--- src/rtl/if_fetch_unit.sv ---
`default_nettype none
// ============================================================================
// Module      : if_fetch_unit
// Description : Instruction-fetch front end. Holds the PC, issues icache
//               requests under a credit limit, tags each request with its
//               PC, buffers in-order responses in a small FIFO and presents
//               them to the IF/ID register.
// Ports       : clk, rst                   - clock, async active-high reset
//               ctrl_signal_pc_i/_new_i    - PC control code and redirect target
//               icache_req_*               - request handshake and address
//               icache_resp_*              - in-order response stream
//               icache_data_valid_o        - pop pulse back to the controller
//               if_valid_o/if_ready_i      - IF/ID handshake
//               if_pc_o/if_inst_o          - presented PC and instruction
// Revision    : 1.0 - initial release
// ============================================================================
module if_fetch_unit #(
    parameter int                ADDR_W   = 64,
    parameter int                INST_W   = 32,
    parameter logic [ADDR_W-1:0] RESET_PC = 'h8000_0000,
    parameter int                MAX_OUT  = 2
) (
    input  wire logic              clk,
    input  wire logic              rst,
    input  wire logic [1:0]        ctrl_signal_pc_i,
    input  wire logic [ADDR_W-1:0] ctrl_to_pc_new_i,
    output logic                   icache_req_valid_o,
    input  wire logic              icache_req_ready_i,
    output logic [ADDR_W-1:0]      icache_req_addr_o,
    input  wire logic              icache_resp_valid_i,
    input  wire logic [INST_W-1:0] icache_resp_data_i,
    output logic                   icache_data_valid_o,
    output logic                   if_valid_o,
    input  wire logic              if_ready_i,
    output logic [ADDR_W-1:0]      if_pc_o,
    output logic [INST_W-1:0]      if_inst_o
);

    localparam int              c_PTR_W    = (MAX_OUT > 2) ? 2 : 1;
    localparam int              c_CNT_W    = $clog2(2 * MAX_OUT + 1);
    localparam logic [c_PTR_W-1:0] c_PTR_LAST = c_PTR_W'(MAX_OUT - 1);
    localparam logic [c_CNT_W-1:0] c_MAX      = c_CNT_W'(MAX_OUT);
    localparam logic [c_CNT_W-1:0] c_ONE      = c_CNT_W'(1);
    localparam logic [ADDR_W-1:0]  c_ALIGN    = ~ADDR_W'(3);

    localparam logic [1:0] c_CODE_DEFAULT = 2'b00;
    localparam logic [1:0] c_CODE_BRANCH  = 2'b01;
    localparam logic [1:0] c_CODE_STALL   = 2'b11;

    localparam logic [1:0] S_IDLE  = 2'd0;
    localparam logic [1:0] S_RUN   = 2'd1;
    localparam logic [1:0] S_FLUSH = 2'd2;

    logic [1:0]          r_state;
    logic [ADDR_W-1:0]   r_pc;
    logic [c_CNT_W-1:0]  r_out_cnt;
    logic [c_CNT_W-1:0]  r_drop_cnt;
    logic [c_CNT_W-1:0]  r_fifo_cnt;
    logic [c_PTR_W-1:0]  r_fifo_wr;
    logic [c_PTR_W-1:0]  r_fifo_rd;
    logic [c_PTR_W-1:0]  r_tag_wr;
    logic [c_PTR_W-1:0]  r_tag_rd;
    logic [ADDR_W-1:0]   r_fifo_pc   [MAX_OUT];
    logic [INST_W-1:0]   r_fifo_inst [MAX_OUT];
    logic [ADDR_W-1:0]   r_tag       [MAX_OUT];

    logic               w_branch;
    logic               w_resp;
    logic               w_credit;
    logic               w_req_valid;
    logic               w_accept;
    logic               w_drop;
    logic               w_push;
    logic               w_if_valid;
    logic               w_pop;
    logic [c_CNT_W-1:0] w_new_drop;
    logic [c_CNT_W-1:0] w_out_next;

    function automatic logic [c_PTR_W-1:0] next_ptr(input logic [c_PTR_W-1:0] p);
        return (p == c_PTR_LAST) ? '0 : p + c_PTR_W'(1);
    endfunction

    always_comb begin
        w_branch    = (ctrl_signal_pc_i == c_CODE_BRANCH);
        // A response with nothing outstanding is a leftover from before reset.
        w_resp      = icache_resp_valid_i & (r_out_cnt != '0);
        // Outstanding requests reserve FIFO space, so responses never overflow.
        w_credit    = (r_out_cnt + r_fifo_cnt) < c_MAX;
        w_req_valid = (r_state != S_IDLE) & (ctrl_signal_pc_i != c_CODE_STALL)
                      & ~w_branch & w_credit;
        w_accept    = w_req_valid & icache_req_ready_i;
        w_drop      = w_resp & (r_drop_cnt != '0);
        w_push      = w_resp & ~w_drop & ~w_branch;
        w_if_valid  = (r_fifo_cnt != '0) & (ctrl_signal_pc_i == c_CODE_DEFAULT);
        w_pop       = w_if_valid & if_ready_i;
        // Everything still in flight after this cycle belongs to the old path.
        w_new_drop  = w_resp ? (r_out_cnt - c_ONE) : r_out_cnt;
        w_out_next  = r_out_cnt;
        if (w_accept && !w_resp) begin
            w_out_next = r_out_cnt + c_ONE;
        end else if (!w_accept && w_resp) begin
            w_out_next = r_out_cnt - c_ONE;
        end
    end

    always_ff @(posedge clk or posedge rst) begin
        if (rst) begin
            r_state    <= S_IDLE;
            r_pc       <= RESET_PC;
            r_out_cnt  <= '0;
            r_drop_cnt <= '0;
            r_fifo_cnt <= '0;
            r_fifo_wr  <= '0;
            r_fifo_rd  <= '0;
            r_tag_wr   <= '0;
            r_tag_rd   <= '0;
            for (int i = 0; i < MAX_OUT; i++) begin
                r_fifo_pc[i]   <= '0;
                r_fifo_inst[i] <= '0;
                r_tag[i]       <= '0;
            end
        end else begin
            r_out_cnt <= w_out_next;

            case (r_state)
                S_IDLE:  r_state <= S_RUN;
                S_RUN:   if (w_branch && w_new_drop != '0) r_state <= S_FLUSH;
                S_FLUSH: begin
                    if (w_branch) begin
                        r_state <= (w_new_drop != '0) ? S_FLUSH : S_RUN;
                    end else if (r_drop_cnt == '0) begin
                        r_state <= S_RUN;
                    end
                end
                default: r_state <= S_IDLE;
            endcase

            if (w_branch) begin
                r_pc       <= ctrl_to_pc_new_i & c_ALIGN;
                r_drop_cnt <= w_new_drop;
                r_fifo_cnt <= '0;
                r_fifo_wr  <= '0;
                r_fifo_rd  <= '0;
                r_tag_wr   <= '0;
                r_tag_rd   <= '0;
            end else begin
                if (w_accept) begin
                    r_pc            <= r_pc + ADDR_W'(4);
                    r_tag[r_tag_wr] <= r_pc;
                    r_tag_wr        <= next_ptr(r_tag_wr);
                end
                if (w_drop) begin
                    r_drop_cnt <= r_drop_cnt - c_ONE;
                end
                if (w_push) begin
                    r_fifo_pc[r_fifo_wr]   <= r_tag[r_tag_rd];
                    r_fifo_inst[r_fifo_wr] <= icache_resp_data_i;
                    r_fifo_wr              <= next_ptr(r_fifo_wr);
                    r_tag_rd               <= next_ptr(r_tag_rd);
                end
                if (w_pop) begin
                    r_fifo_rd <= next_ptr(r_fifo_rd);
                end
                if (w_push && !w_pop) begin
                    r_fifo_cnt <= r_fifo_cnt + c_ONE;
                end else if (!w_push && w_pop) begin
                    r_fifo_cnt <= r_fifo_cnt - c_ONE;
                end
            end
        end
    end

    assign icache_req_valid_o  = w_req_valid;
    assign icache_req_addr_o   = r_pc;
    assign icache_data_valid_o = w_pop;
    assign if_valid_o          = w_if_valid;
    assign if_pc_o             = r_fifo_pc[r_fifo_rd];
    assign if_inst_o           = r_fifo_inst[r_fifo_rd];

endmodule
`default_nettype wire

--- config.mk ---
export PLATFORM = sky130hd
export DESIGN_NAME = if_fetch_unit
export DESIGN_NICKNAME = d
export VERILOG_FILES = /design/src/rtl/if_fetch_unit.sv
export SDC_FILE = /design/constraint.sdc
export NUM_CORES = 1
export LEC_CHECK = 0
export CELL_PAD_IN_SITES_DETAIL_PLACEMENT = 2
export CELL_PAD_IN_SITES_GLOBAL_PLACEMENT = 2
export CORE_ASPECT_RATIO = 0.9
export CORE_MARGIN = 1
export CORE_UTILIZATION = 36
export CTS_CLUSTER_SIZE = 40
export DETAILED_ROUTE_END_ITERATION = 10
export GPL_ROUTABILITY_DRIVEN = 0
export HOLD_SLACK_MARGIN = 0.15
export PLACE_DENSITY = 0.81
export SYNTH_ARGS = -nofsm -noshare
export SYNTH_HDL_FRONTEND = slang
export SYNTH_SLANG_ARGS = --single-unit
--- constraint.sdc ---
create_clock -name clk -period 14.6 [get_ports clk]
set_clock_uncertainty 0.2 [all_clocks]
set_input_delay 2.19 -clock clk [delete_from_list [all_inputs] [get_ports clk]]
set_output_delay 2.19 -clock clk [all_outputs]
set_load 0.1 [all_outputs]
Yosys cells after proc, flatten, opt, wreduce, memory -nomap -nowiden
Index checks and enable logic that the tools add are counted.
W data, S select, Z words.

word-level totals
  bits in registers = 399
  bits of input ports = 103
  output and inout port bits = 163
  word-level logic and storage cells = 128

cells by class
  add/subtract/negate cells = 11
  magnitude comparators = 7
  eq/ne operators = 6
  multiplexer cells = 45
  bitwise gates (word level) = 16
  reduce and logical (&&, ||, !) cells = 28

operators with widths
  kind                     number
  $mux W64                 10
  $bwmux W128              2
  $demux W64 S1            2
  $mux W32                 4
  $add A64 B3 Y64 const B  1
  $bwmux W64               1
  $demux W32 S1            1
  $mux W3                  8
  $reduce_bool A3 Y1       5
  $mux W1                  12
  $reduce_bool A2 Y1       6
  $and A1 B1 Y1            10
  $sub A3 B1 Y3 const B    3
  $ge A2 B2 Y1 const B     4
  $mux W2                  4
  $not A1 Y2               4
  $logic_and A1 B1 Y1      7
  $add A3 B1 Y3 const B    2
  $pmux W2 S3              1
  $reduce_and A2 Y1        3
  $add A1 B1 Y1 const B    4
  $eq A2 B1 Y1 const B     2
  $logic_not A1 Y1         4
  $logic_not A2 Y1         2
  8 further kinds          11

Longest topological paths before layout
  depth after elaboration = 11
  depth in mapped cells = 13
  depth with buffers taken out = 12

Worst setup path before layout
OpenSTA, ideal clock, no wires.

  path kind = input -> output
  from = in ctrl_signal_pc_i[1]
  to = out icache_data_valid_o
  arrival = 5.601 ns
  required time = 12.210 ns
  slack = 6.609 ns
  stages on the path = 3
  path buffers = 1
  path through = nor3_1 > and2_1 > clkbuf_1

between the ends
  word-level cells in the longest chain between the ends = 3

RTL lines
  item              RTL line  text
  from (decl)       25        input wire logic [1:0] ctrl_signal_pc_i,
  $logic_not A2 Y1  94        w_if_valid = (r_fifo_cnt != '0) & (ctrl_signal_pc_i == c_CODE_DEFAULT);
  $and A1 B1 Y1     94
  $and A1 B1 Y1     95        w_pop = w_if_valid & if_ready_i;
  to (decl)         32        output logic icache_data_valid_o,

Every way passes these cells.

Worst setup path in the final report
Same ends and word-level chain as after synthesis.

==> metrics.md <==
| Metric | Value |
|---|---|
| Worst-margin pin slew | `1.123 ns` |
| Final setup viols | `0` |
| Max_cap viols | `0` |
| Cts hold-fix bufs | `0` |
| Critical path data required time | `12.21 ns` |
| Setup Buffers After CTS | `0` |
| Top Ports | `266` |
| CTS tree | `yes` |
| Row cnt | `76` |
| Fin nets | `1867` |
| Area delta synth->final | `26.40%` |
| Chip height | `211.8 um` |
| Leading cell types in the layout, fill and taps excluded | `dfrtp_1, mux2_2, clkdlybuf4s50_1` |
| Routed via count | `12913` |
| Unique masters post-synth | `60` |
| Worst Setup End Kind | `primary output` |
| Drt via density | `5.340` |
| Period minus WS final | `6.918 ns` |
| Initial antenna violation count | `8` |
| Clock transition at path regs | `0.06 ns` |
| Cts bufs inserted | `44` |
| Critical Path AT | `4.53 ns` |
| Overflow left after global routing | `0` |
| Starting density of the core | `0.3661` |
| Final Core Density | `0.4627` |
| Worst hold start | `r_fifo_pc[48]` |
| Post-DP Area | `0.02079 mm2` |
| CP cell instances | `clkdlybuf4s50_1, nor3_1, and2_1, clkdlybuf4s50_1` |
| CP max stage delay | `1.19 ns` |
| Worst-Skew Late Latency | `0.57 ns` |
| Resize count post-CTS | `0` |
| Die width | `235.2 um` |
| Post-synthesis mux area share | `0.2091` |
| Sequential area share after synthesis | `0.5527` |
| Synthesized flop and latch total | `389` |
| Syn. warnings | `0` |
| Number of global-route vias before repair | `14723` |
| First-pass GRT wire length | `87480 um` |
| WHS | `0.2758 ns` |
| Status | `completed` |
| Synth Area in Compound Gates | `0.07288` |
| Fin crit share | `0.4739` |
| Final-layout fill cell count | `4830` |
| WHS Path Cells | `2` |
| Max clock buf depth | `3` |
| Hold Crit Class | `register to register` |
| Commonest non-fill, non-tap cell in the layout | `dfrtp_1` |
| Fraction of registers with async set/reset | `1.000` |
| Antenna Violating Nets Remaining | `0` |
| Most common flop cell mapped by yosys | `dfrtp_1` |
| Design Area, Final | `0.02226 mm2` |
| Simple-gate share of the synthesized area | `0.1042` |
| Routed WL | `56140 um` |
| Fmax achieved | `144.5 MHz` |
| Critical Path Start | `ctrl_signal_pc_i[1]` |
| Routed wire length per instance | `23.22 um` |
| H-tree depth | `2` |
| Slew HR | `0.2515` |
| Adder-cell share of the synthesized area | `0.007246` |
| CP Max Fanout | `6` |
| Critical path class | `primary input to primary output` |
| Detailed Routing Iterations Pass 1 | `4` |
| EDFF count, synth | `0` |
| Reg2Reg Launch Point | `r_out_cnt[0]` |
| Critical path's slowest cell | `clkdlybuf4s50_1` |
| Post-Syn Instances | `1530` |
| R2R cell count | `10` |
| Number of DRC markers in iteration 0 | `477` |
| Startpoint type of the worst setup path | `primary input` |
| Final Hold Fails | `0` |
| Most used cell, CP | `clkdlybuf4s50_1` |
| Fraction of layout cells with a size suffix above 1 | `0.2114` |
| Die area | `0.04982 mm2` |
| Syn_area_per_cell | `11.51 um2` |
| Setup TNS Final | `0 ns` |
| GRT Total Usage | `0.2266` |
| RSZ-0062 raised after global routing | `false` |
| Critical path's top delay family | `buffers and inverters` |
| HPWL after DPL | `35310 um` |
| Clock root cell | `clkbuf_16` |
| Number of cells on the critical path | `4` |
| Largest net degree at the start of global routing | `164` |
| Buf/Inv on CP | `2` |
| Synthesized area | `0.01761 mm2` |
| Main combinational cell family by area after synthesis | `multiplexers` |
| Clk sinks | `389` |
| XOR/XNOR share of the synthesized area | `0.02614` |
| Final routed DRC violation total | `0` |
| Port-buffer cells | `259` |
| Fin. max-slew vios | `0` |
| Core ar. | `0.04812 mm2` |
final timing paths:
| kind | slack (ns) | end |
|---|---|---|
| min in group asynchronous | 1.89 | r_fifo_pc[94] |
| max in group asynchronous | 9.85 | r_tag_rd |
| worst min register to register | 0.28 | r_fifo_pc[48] |
| worst min-delay path | 0.28 | r_fifo_pc[48] |
| worst max-delay path | 7.68 | icache_data_valid_o |
| worst max register to register | 10.04 | r_fifo_inst[58] |
worst register-to-register path, delay by kind of cell, from the launching register on:
family | cells | cell delay, ns
simple gates | 4 | 1.78
flops | 1 | 0.45
mux | 1 | 0.52
fa+ha+maj | 2 | 0.38
buf+inv | 3 | 1.12
registers in the layout, indices dropped and copies added, names as in the netlist:
name	flops
r_fifo_pc	124
r_tag	124
r_state	2
r_fifo_rd	1
r_fifo_inst	64
r_fifo_wr	1
r_out_cnt	3
r_drop_cnt	3
r_tag_wr	1
r_fifo_cnt	3
icache_req_addr_o	62
r_tag_rd	1
final cells by class:
class | count | area, um2 | area share
sequential | 389 | 9743 | 0.4376
tap | 624 | 780.7 | 0.03507
timing repair buffer | 275 | 2725 | 0.1224
inverter | 22 | 90.09 | 0.004047
antenna | 6 | 15.01 | 0.0006744
multi-input combinational | 1023 | 7455 | 0.3349
clock inverter | 12 | 123.9 | 0.005564
clock buffer | 67 | 1330 | 0.05974
cells in the mapped netlist (4+ instances only):
library cell / instances / share of area
dfrtp_1: 388 / 0.55
mux2_2: 272 / 0.17
nand2_1: 159 / 0.034
o21ai_0: 108 / 0.031
nor2_1: 98 / 0.021
a21oi_1: 80 / 0.023
clkbuf_1: 71 / 0.015
mux2i_1: 62 / 0.035
nand3_1: 38 / 0.011
xnor2_1: 26 / 0.013
xor2_1: 24 / 0.012
inv_1: 21 / 0.0045
nand4_1: 21 / 0.0075
nor3_1: 17 / 0.0048
o211ai_1: 14 / 0.0060
buf_1: 13 / 0.0028
buf_2: 11 / 0.0031
or3_1: 10 / 0.0036
and3_1: 8 / 0.0028
ha_1: 7 / 0.0050
nor4_1: 7 / 0.0025
a21o_1: 6 / 0.0026
o22ai_1: 5 / 0.0018
a221o_1: 4 / 0.0023
buf_4: 4 / 0.0017
nor2b_1: 4 / 0.0014
per-layer routing:
metal  routed length, um  track usage  part of all wire  vias up
met1               24520       0.2837              0.44     6781
met2               27960       0.3965              0.50      233
met3                2337      0.04134             0.042       84
met5                  33            0           0.00059        -
met4                1291      0.07169             0.023        6
li1                    -            -                 -     5809
per-stage QoR:
stage	worst slack, ns	cells
after global placement	7.798	2333
after detailed placement	7.684	2333
after global routing	7.630	2417
final	7.682	2418
after floorplan	1.399	1533
after CTS	7.665	2412
logic make-up (layout without fill, tap and decap cells):
group,after synthesis,in the layout
AO/OA/AOI/OAI,232,232
adder cells (fa/ha/maj),9,9
other,1,10
AND/OR/NAND/NOR,393,393
buffers and inverters,121,376
multiplexers,334,334
XOR/XNOR,51,51
flip-flops,389,389
Power is left out: the tool's default activity adds up to more than one toggle a clock period on the data nets, which glitch-free logic cannot reach.
